$ cat src/rtl/lsq_forward_queue.sv
// lsq_forward_queue: split load and store circular queues with full word-address
// comparison. Loads bypass older non-matching stores, take store-to-load
// forwarding when the youngest matching older store covers all their bytes, and
// wait on partial overlaps. Stores drain to memory only after commit.
// Ports:
//   clk, rst_n                 clock, async active-low reset
//   in_valid/in_ready/in_*     request push (in_load selects queue)
//   store_commit               marks oldest uncommitted store committed
//   flush                      drops all loads and uncommitted stores
//   mem_valid/mem_ready/mem_*  single memory request port (load or store)
//   fwd_valid/fwd_id/fwd_data  forwarded load result, single cycle
//   lq_empty, sq_empty         queue status
module lsq_forward_queue #(
   parameter int unsigned LQ_DEPTH = 4,
   parameter int unsigned SQ_DEPTH = 4,
   parameter int unsigned ID_W     = 3,
   parameter int unsigned ADDR_W   = 32
) (
   input  logic              clk,
   input  logic              rst_n,
   input  logic              in_valid,
   output logic              in_ready,
   input  logic              in_load,
   input  logic [ADDR_W-1:0] in_addr,
   input  logic [3:0]        in_be,
   input  logic [31:0]       in_data,
   input  logic [ID_W-1:0]   in_id,
   input  logic              store_commit,
   input  logic              flush,
   output logic              mem_valid,
   input  logic              mem_ready,
   output logic              mem_rnw,
   output logic [ADDR_W-1:0] mem_addr,
   output logic [3:0]        mem_be,
   output logic [31:0]       mem_data,
   output logic [ID_W-1:0]   mem_id,
   output logic              fwd_valid,
   output logic [ID_W-1:0]   fwd_id,
   output logic [31:0]       fwd_data,
   output logic              lq_empty,
   output logic              sq_empty
);
   localparam int unsigned LQ_AW = $clog2(LQ_DEPTH);
   localparam int unsigned SQ_AW = $clog2(SQ_DEPTH);
   localparam int unsigned LQ_PW = LQ_AW + 1;
   localparam int unsigned SQ_PW = SQ_AW + 1;

   // Queue storage; entry validity is implied by the pointers
   logic [ADDR_W-1:0]   lq_addr  [LQ_DEPTH];
   logic [3:0]          lq_be    [LQ_DEPTH];
   logic [ID_W-1:0]     lq_id    [LQ_DEPTH];
   logic [SQ_DEPTH-1:0] lq_older [LQ_DEPTH];
   logic [SQ_AW-1:0]    lq_snap  [LQ_DEPTH];
   logic [ADDR_W-1:0]   sq_addr  [SQ_DEPTH];
   logic [3:0]          sq_be    [SQ_DEPTH];
   logic [31:0]         sq_data  [SQ_DEPTH];

   logic [LQ_PW-1:0] lq_head, lq_tail, lq_head_nxt;
   logic [SQ_PW-1:0] sq_head, sq_cmt, sq_tail, sq_cmt_nxt, sq_cnt;
   logic [LQ_AW-1:0] lq_hidx, lq_tidx;
   logic [SQ_AW-1:0] sq_hidx, sq_tidx, sq_off, hit_idx, srch_idx;
   logic [SQ_DEPTH-1:0] sq_live, st_pop_mask;
   logic lq_full, sq_full, st_head_cmt, cmt_ok;
   logic ld_push, st_push, ld_pop, st_pop;
   logic hit, covers, ld_mem_ok, ld_fwd;
   logic [31:0] ld_mask;

   assign lq_hidx = lq_head[LQ_AW-1:0];
   assign lq_tidx = lq_tail[LQ_AW-1:0];
   assign sq_hidx = sq_head[SQ_AW-1:0];
   assign sq_tidx = sq_tail[SQ_AW-1:0];

   // Status and acceptance from registered pointers only
   assign lq_full     = (lq_head ^ lq_tail) == {1'b1, {LQ_AW{1'b0}}};
   assign sq_full     = (sq_head ^ sq_tail) == {1'b1, {SQ_AW{1'b0}}};
   assign lq_empty    = (lq_head == lq_tail);
   assign sq_empty    = (sq_head == sq_tail);
   assign st_head_cmt = (sq_head != sq_cmt);
   assign cmt_ok      = store_commit && (sq_cmt != sq_tail);
   assign in_ready    = !flush && (in_load ? !lq_full : !sq_full);
   assign ld_push     = in_valid && in_ready && in_load;
   assign st_push     = in_valid && in_ready && !in_load;

   // Occupied store slots, used as the older-store snapshot of a new load
   always_comb begin
      sq_cnt  = sq_tail - sq_head;
      sq_live = '0;
      sq_off  = '0;
      for (int i = 0; i < SQ_DEPTH; i++) begin
         sq_off     = SQ_AW'(i) - sq_hidx;
         sq_live[i] = {1'b0, sq_off} < sq_cnt;
      end
   end

   // Youngest older matching store: walk back from the load's tail snapshot;
   // descending k lets the nearest slot overwrite the earlier matches
   always_comb begin
      hit      = 1'b0;
      hit_idx  = '0;
      srch_idx = '0;
      for (int k = SQ_DEPTH - 1; k >= 0; k--) begin
         srch_idx = lq_snap[lq_hidx] - SQ_AW'(k + 1);
         if (lq_older[lq_hidx][srch_idx] &&
             (sq_addr[srch_idx][ADDR_W-1:2] == lq_addr[lq_hidx][ADDR_W-1:2])) begin
            hit     = 1'b1;
            hit_idx = srch_idx;
         end
      end
   end

   assign covers    = (lq_be[lq_hidx] & ~sq_be[hit_idx]) == 4'b0;
   assign ld_mem_ok = !lq_empty && !hit;
   assign ld_fwd    = !lq_empty && hit && covers && !flush;
   assign ld_mask   = {{8{lq_be[lq_hidx][3]}}, {8{lq_be[lq_hidx][2]}},
                       {8{lq_be[lq_hidx][1]}}, {8{lq_be[lq_hidx][0]}}};

   // Memory port: issuable load first, else committed store head
   always_comb begin
      mem_valid = 1'b0;
      mem_rnw   = 1'b0;
      mem_addr  = '0;
      mem_be    = '0;
      mem_data  = '0;
      mem_id    = '0;
      if (ld_mem_ok) begin
         mem_valid = 1'b1;
         mem_rnw   = 1'b1;
         mem_addr  = lq_addr[lq_hidx];
         mem_be    = lq_be[lq_hidx];
         mem_id    = lq_id[lq_hidx];
      end else if (st_head_cmt) begin
         mem_valid = 1'b1;
         mem_addr  = sq_addr[sq_hidx];
         mem_be    = sq_be[sq_hidx];
         mem_data  = sq_data[sq_hidx];
      end
   end

   assign fwd_valid = ld_fwd;
   assign fwd_id    = ld_fwd ? lq_id[lq_hidx] : '0;
   assign fwd_data  = ld_fwd ? (sq_data[hit_idx] & ld_mask) : '0;

   assign ld_pop = ld_fwd || (ld_mem_ok && mem_ready);
   assign st_pop = !ld_mem_ok && st_head_cmt && mem_ready;

   always_comb begin
      st_pop_mask = '0;
      if (st_pop) st_pop_mask[sq_hidx] = 1'b1;
   end

   assign lq_head_nxt = lq_head + LQ_PW'(ld_pop);
   assign sq_cmt_nxt  = sq_cmt + SQ_PW'(cmt_ok);

   // Pointers; flush collapses LQ and rewinds SQ tail to the commit point
   always_ff @(posedge clk or negedge rst_n) begin
      if (!rst_n) begin
         lq_head <= '0;
         lq_tail <= '0;
         sq_head <= '0;
         sq_cmt  <= '0;
         sq_tail <= '0;
      end else begin
         lq_head <= lq_head_nxt;
         lq_tail <= flush ? lq_head_nxt : lq_tail + LQ_PW'(ld_push);
         sq_head <= sq_head + SQ_PW'(st_pop);
         sq_cmt  <= sq_cmt_nxt;
         sq_tail <= flush ? sq_cmt_nxt : sq_tail + SQ_PW'(st_push);
      end
   end

   // Entry payloads; an issuing store drops out of every load's older set
   always_ff @(posedge clk) begin
      if (st_pop) begin
         for (int i = 0; i < LQ_DEPTH; i++) lq_older[i][sq_hidx] <= 1'b0;
      end
      if (ld_push) begin
         lq_addr[lq_tidx]  <= in_addr;
         lq_be[lq_tidx]    <= in_be;
         lq_id[lq_tidx]    <= in_id;
         lq_older[lq_tidx] <= sq_live & ~st_pop_mask;
         lq_snap[lq_tidx]  <= sq_tidx;
      end
      if (st_push) begin
         sq_addr[sq_tidx] <= in_addr;
         sq_be[sq_tidx]   <= in_be;
         sq_data[sq_tidx] <= in_data;
      end
   end

   // Commit with nothing left to commit is dropped by the pointer logic
   assert property (@(posedge clk) disable iff (!rst_n) store_commit |-> (sq_cmt != sq_tail));

endmodule

$ cat config.mk
export PLATFORM = sky130hd
export DESIGN_NAME = lsq_forward_queue
export DESIGN_NICKNAME = d
export VERILOG_FILES = /design/src/rtl/lsq_forward_queue.sv
export SDC_FILE = /design/constraint.sdc
export NUM_CORES = 1
export LEC_CHECK = 0
export CAP_MARGIN = 0
export CORE_ASPECT_RATIO = 0.5
export CORE_UTILIZATION = 54
export CTS_CLUSTER_DIAMETER = 150
export DETAILED_ROUTE_END_ITERATION = 12
export HOLD_SLACK_MARGIN = 0.02
export PLACE_DENSITY = 0.78
export SYNTH_ARGS = -nofsm -noshare
export SYNTH_HDL_FRONTEND = slang
export SYNTH_SLANG_ARGS = --single-unit
$ cat constraint.sdc
create_clock -name clk -period 8.91 [get_ports clk]
set_input_delay 1.782 -clock clk [delete_from_list [all_inputs] [get_ports clk]]
set_output_delay 1.782 -clock clk [all_outputs]
set_load 0.02 [all_outputs]
# Word-level counts from Yosys, hierarchy flattened
# Memories as Yosys holds them, arrays and structs flattened.
# Index checks and enable logic that the tools add are counted.
# W data, S select, Z words.
# word_totals
regBits,15
ramBits,452
input_bits,78
out_inout_bits,112
wordCells,119
memories,8
# memory_table
name,words,width,read_ports,rd_ports_with_merged_regs,write_ports,line,source
lq_addr,4,32,1,0,1,49,logic [ADDR_W-1:0] lq_addr [LQ_DEPTH];
sq_addr,4,32,5,0,1,54,logic [ADDR_W-1:0] sq_addr [SQ_DEPTH];
sq_data,4,32,2,0,1,56,logic [31:0] sq_data [SQ_DEPTH];
lq_be,4,4,1,0,1,50,logic [3:0] lq_be [LQ_DEPTH];
lq_older,4,4,1,0,5,52,logic [SQ_DEPTH-1:0] lq_older [LQ_DEPTH];
sq_be,4,4,2,0,1,55,logic [3:0] sq_be [SQ_DEPTH];
2 more memories,n/a,n/a,n/a,n/a,n/a,n/a,
# op_classes
add_sub_neg,13
magnitude_cmp,10
n_eq_ne,10
muxes,40
bitwise,7
n_reduce_logical,26
# op_table
operator,count
$mux W32,5
$eq A30 B30 Y1,4
$and A32 B32 Y32,1
$mux W1,18
$logic_and A1 B1 Y1,17
$mux W4,4
$add A3 B1 Y3,5
$lt A2 B3 Y1 const B,5
$lt A2 B3 Y1,4
$mux W3,4
$and A4 B4 Y4,2
$bmux W1 S2,4
$mux W2,4
$not A4 Y4,2
$logic_not A1 Y1,7
$eq A3 B3 Y1,2
$eq A3 B3 Y1 const B,2
$ne A3 B3 Y1,2
$xor A3 B3 Y3,2
$logic_not A4 Y1,1
$sub A1 B2 Y2 const A,2
$sub A2 B2 Y2 const A,2
$sub A2 B2 Y2 const B,2
$sub A3 B3 Y3,1
4 further kinds,4

# Depth between registers and ports, before layout
# An unclocked memory read counts as a cell.
# logic_depth
ltp_word,17
depth_mapped,28
depth_no_buf,19

# Least setup slack after synthesis
# No wires, ideal clock.
# synth_path
kind,reg-to-reg
startpoint,reg sq_head[0]
endpoint,mem sq_addr[0][0] (enable)
setup_ns,0.592
arrival_ns,7.822
setup_slack_ns,0.496
stages_incl_launch_ff,12
period_less_slack_ns,8.414
path_cell_list,dfrtp_1 > clkbuf_1 > buf_1 > buf_1 > inv_1 > ha_1 > nand2_1 > nor2_1 > a21oi_1 > inv_1 > nor3b_1 > nor3b_1
# synth_between
elab_chain_cells,9
# synth_rtl
element,line,source
from (decl),59,"logic [SQ_PW-1:0] sq_head, sq_cmt, sq_tail, sq_cmt_nxt, sq_cnt;"
from (signal assigned),165,sq_head <= sq_head + SQ_PW'(st_pop);
$xor A3 B3 Y3,75,"assign sq_full = (sq_head ^ sq_tail) == {1'b1, {SQ_AW{1'b0}}};"
$eq A3 B3 Y1,75,
$logic_not A1 Y1,80,assign in_ready = !flush && (in_load ? !lq_full : !sq_full);
$mux W1,80,
$logic_and A1 B1 Y1,80,
$logic_and A1 B1 Y1 (2 in series),82,assign st_push = in_valid && in_ready && !in_load;
$mux W1,183,if (st_push) begin
$mux W1 (not written as such),184,sq_addr[sq_tidx] <= in_addr;
to (decl),54,
# Every way passes these cells.

# Worst setup path after layout
# layout_path
startpoint,reg lq_head[0]
endpoint,out fwd_data[15]
# layout_between
elab_chain_cells,15
elab_cells_between_ends,44
# layout_rtl
element,line,source
from (decl),58,"logic [LQ_PW-1:0] lq_head, lq_tail, lq_head_nxt;"
from (signal assigned),163,lq_head <= lq_head_nxt;
$mem_v2 Z4 W2 / $mem_v2 Z4 W4 (equally long branches),n/a,
$sub A2 B2 Y2 (tied with other cells),102,srch_idx = lq_snap[lq_hidx] - SQ_AW'(k + 1);
$mem_v2 Z4 W32 (tied with other cells),n/a,
$eq A30 B30 Y1 (tied with other cells),104,(sq_addr[srch_idx][ADDR_W-1:2] == lq_addr[lq_hidx][ADDR_W-1:2])) begin
$logic_and A1 B1 Y1 / $mux W2 (equally long branches),103,if (lq_older[lq_hidx][srch_idx] &&
$mux W2 (3 in series),103,
$mem_v2 Z4 W4,n/a,
$not A4 Y4,111,assign covers = (lq_be[lq_hidx] & ~sq_be[hit_idx]) == 4'b0;
$and A4 B4 Y4,111,
$logic_not A4 Y1,111,
$logic_and A1 B1 Y1 (2 in series),113,assign ld_fwd = !lq_empty && hit && covers && !flush;
$mux W32 (*),141,assign fwd_data = ld_fwd ? (sq_data[hit_idx] & ld_mask) : '0;
to (decl),39,"output logic [31:0] fwd_data,"
# Every way passes the cells marked *; elsewhere a longest branch is shown, timed or not. The select of a mux whose other input is x is not followed.

==> results.txt <==
----------------------------------------------------
[CTS]
  Skew-Pair Late Insertion Delay ... 0.57 ns
  CTS tree ... done
  Number of buffers created by CTS ... 42
  Worst-case clock buffer depth ... 3
  CTS root buf ... clkbuf_16
  # hold bufs at CTS ... 0
  CTS sink cnt ... 467
  CTS clk-pin slew, worst paths ... 0.07 ns
  Number of H-tree levels ... 2

[Place]
  Port buffer count ... 189
  Pre-CTS WS ... 0.730 ns
  Final weighted congestion in routability-driven placement ... 1.07
  Total cell area at the placement stage ... 27,400 um^2
  Final HPWL DP ... 45,000 um

[Logic synthesis]
  Syn_nets ... 1,819
  Per-instance average area after synthesis ... 14.5 um^2
  Distinct cell type count after synthesis ... 67
  Most common flop cell mapped by yosys ... edfxtp_1
  EDFF count, synth ... 452
  Top area cells in the synthesized netlist ... edfxtp_1, mux2i_1, mux4_2, xnor2_1, xor2_1
  Number of instances in the synthesized netlist ... 1,719
  Most frequent cells after synthesis ... edfxtp_1, mux2i_1, mux4_2, nand2_1, o21ai_0
  Synthesis Warnings ... 0
  Seq cells post-synth ... 467
  Area share of the leading cell type in the synthesized netlist ... 54.4%
  Most used standard cell by instance count after synthesis ... edfxtp_1
  Post-synthesis cell area ... 24,900 um^2
  Post-synthesis async set-or-reset flop share ... 3.21%
  Sequential element share of the synthesized area ... 55.9%
  Post-synthesis cell type with the largest combined area ... edfxtp_1

[Setup path]
  Slowest cell on the critical path ... mux4_4
  Reg2reg end ... lq_tail[1]
  Register-to-register setup slack ... 2.53 ns
  Arrival time of the worst setup path ... 6.90 ns
  Start of the worst register-to-register path ... lq_head[0]
  Worst reg2reg path depth ... 19
  Category of the critical setup timing path ... flop to output port
  Cell chain of the critical path ... mux4_4 > buf_12 > mux2i_1 > mux2i_1 > xor2_1 > nor4_1 > nand4_1 > or3_4 > a2111oi_4 > o21bai_1 > and2_4 > mux2_4 > a211o_1 > a2111oi_4 > buf_4 > and3_1 > clkdlybuf4s50_1
  Worst setup EP type ... output port
  Largest stage delay on the critical path ... 0.81 ns
  Data required time at the worst endpoint ... 7.13 ns
  Crit start category ... flop
  Worst-path maximum fanout ... 17

[Detailed routing]
  Wire length after detailed routing ... 69,100 um
  Via density per instance ... 6.39
  DR vias ... 16,100
  Drt drc ... 0
  Final routed wire length divided by cell count ... 27.4 um
  DRT iter0 DRCs ... 1,800
  Initial DRT Pass Iterations ... 6
  Antenna viol nets, final ... 0

[Global routing]
  Wire length of the first global-routing pass ... 101,000 um
  Antenna violations before repair ... 2
  GRT overflow ... 0
  Global-route usage over all layers ... 28.5%
  Maximum number of pins on one net before global-route repair ... 65
  Number of global-route vias before repair ... 15,900

[STA]
  Number of setup violations in the final report ... 0
  RSZ-0062 raised after global routing ... no
  Post-route minimum period ... 8.69 ns
  Final worst setup slack ... 0.223 ns
  Slew of the pin with the lowest slew margin ... 0.971 ns
  Setup Total Neg Slack ... 0 ns
  Final cycle utilization of the critical path ... 97.5%
  F_max ... 115 MHz
  Total count of max-transition violations in the final report ... 0
  Total count of hold-check failures in the final report ... 0
  Worst rel slew slack ... 35.3%
  Worst clock skew ... 0.0246 ns

[Finish]
  Ratio of cells with drive above 1 in the final layout ... 15.2%
  Signed area change from the synthesized netlist to the final layout ... 16.4%
  Fin area ... 29,000 um^2
  Final net count ... 1,990

[Run]
  Number of maximum-capacitance violations ... 0

[Hold path]
  Min-delay src ... lq_head[2]
  Worst-case hold path end point ... lq_head[2]
  Hold/Removal Path Class ... flop to flop
  WHS Path Cells ... 1

[Floorplanning]
  Die Y ... 154 um
  CORE AREA ... 45,300 um^2
  IO Count ... 190
  Number of rows created at floorplan ... 55
  Width of the chip ... 306 um
  Starting Density ... 55.0%
  DIE AREA ... 47,100 um^2

[Pwr]
  Worst voltage drop across the vdd grid ... 0.188 mV
  Power per cell area ... 347 nW/um^2
  Standby leakage power ... 10.4 nW
  Total Power Consumption ... 10.1 mW

[Outcome]
  Status ... finished, final reports clean

----------------------------------------------------
[cell usage in the layout, fill, tap and decap left out, drive strengths merged, types with 3 or more instances in the layout]
master and instances:
or4 3, clkinv 21, clkbuf 48, dfrtp 15, a31oi 9, xnor2 55, a21oi 21, edfxtp 452
nor3 23, and2 50, nor4 17, clkdlybuf4s50 189, mux2 18, mux4 119, ha 21, a2111oi 11
and3 28, xor2 54, buf 60, and4 6, o221ai 9, nand2 90, a22oi 6, nand4 10
a221oi 6, o211ai 3, bufinv 4, nand3 17, or3 8, o21ai 64, mux2i 325, nor2 50
inv 22, nand2b 38, o22ai 15
[layout make-up]
cell class                 count  area [um^2]
sequential                   467        14000
fill                        3303        16300
inverter                      21         78.8
clock inverter                27          268
timing repair buffer         250         2480
clock buffer                  47         1090
multi-input combinational   1108        10400
antenna                        1         2.50
tap                          598          748
[per-layer routing]
layer	vias up	track usage (%)	share of wire, %
li1	7056	-	-
met1	8268	39.9	42
met2	657	47.1	48
met3	122	4.95	7.7
met4	0	5.93	2.2
met5	-	0	0
[metrics by stage]
stage | std cells | utilization (%) | hold slack [ns]
6_report | 2519 | 64.0 | 0.517
5_1_grt | 2519 | 64.0 | 0.552
4_1_cts | 2501 | 63.5 | 0.512
3_5_place_dp | 2427 | 60.5 | 0.499
3_3_place_gp | 2427 | 60.5 | 0.496
2_1_floorplan | 1719 | - | 0.477
[report_power, final]
part	switching (mW)	internal [mW]	total [mW]	leakage, nW
Combinational	3.14	2.29	5.43	5.51
Sequential	0.211	2.60	2.81	4.26
Clock	0.825	1.00	1.83	0.672
[worst max-delay path: cells and delay by family, from the launching register on]
kind | cells | cell delay, ns
AO/OA/AOI/OAI | 4 | 1.19
XOR/XNOR | 1 | 0.21
buffers and inverters | 3 | 1.11
flip-flops | 1 | 0.52
multiplexers | 4 | 1.50
AND/OR/NAND/NOR | 5 | 1.76
[registers in the layout (all words and copies together) (netlist names), 8 cells and up]
name / flops
sq_addr: 128
lq_older: 16
lq_id: 12
lq_snap: 8
sq_data: 128
lq_addr: 128
lq_be: 16
sq_be: 16
[cells by family after synthesis]
family	count (synthesis)	share of synthesized area (%)
AOI/OAI and AO/OA	167	4.53
xor gates and xnor gates	109	3.83
adders and majority gates	22	1.13
buffers and inverters	147	2.93
DFF	467	55.9
muxes	459	24.3
and+or+nand+nor	348	7.32
[worst max-delay path by stage]
stage,slack (ns),from,cells past startpoint,to
6_report,0.22,lq_head[0],17,fwd_data[15]
3_5_place_dp,0.73,lq_head[0],18,fwd_data[18]
2_1_floorplan,0.50,sq_head[0],11,sq_addr[0][0]
3_3_place_gp,0.64,lq_head[0],18,fwd_data[31]
5_1_grt,0.05,lq_head[0],17,fwd_data[18]
4_1_cts,0.06,lq_head[0],18,fwd_data[18]
[what timing repair did]
item                       CTS  global route
setup buffers                0            13
gates resized for setup      0             9
setup endpoints to repair    0            36
No activity file was read; power rests on OpenSTA's default activity.
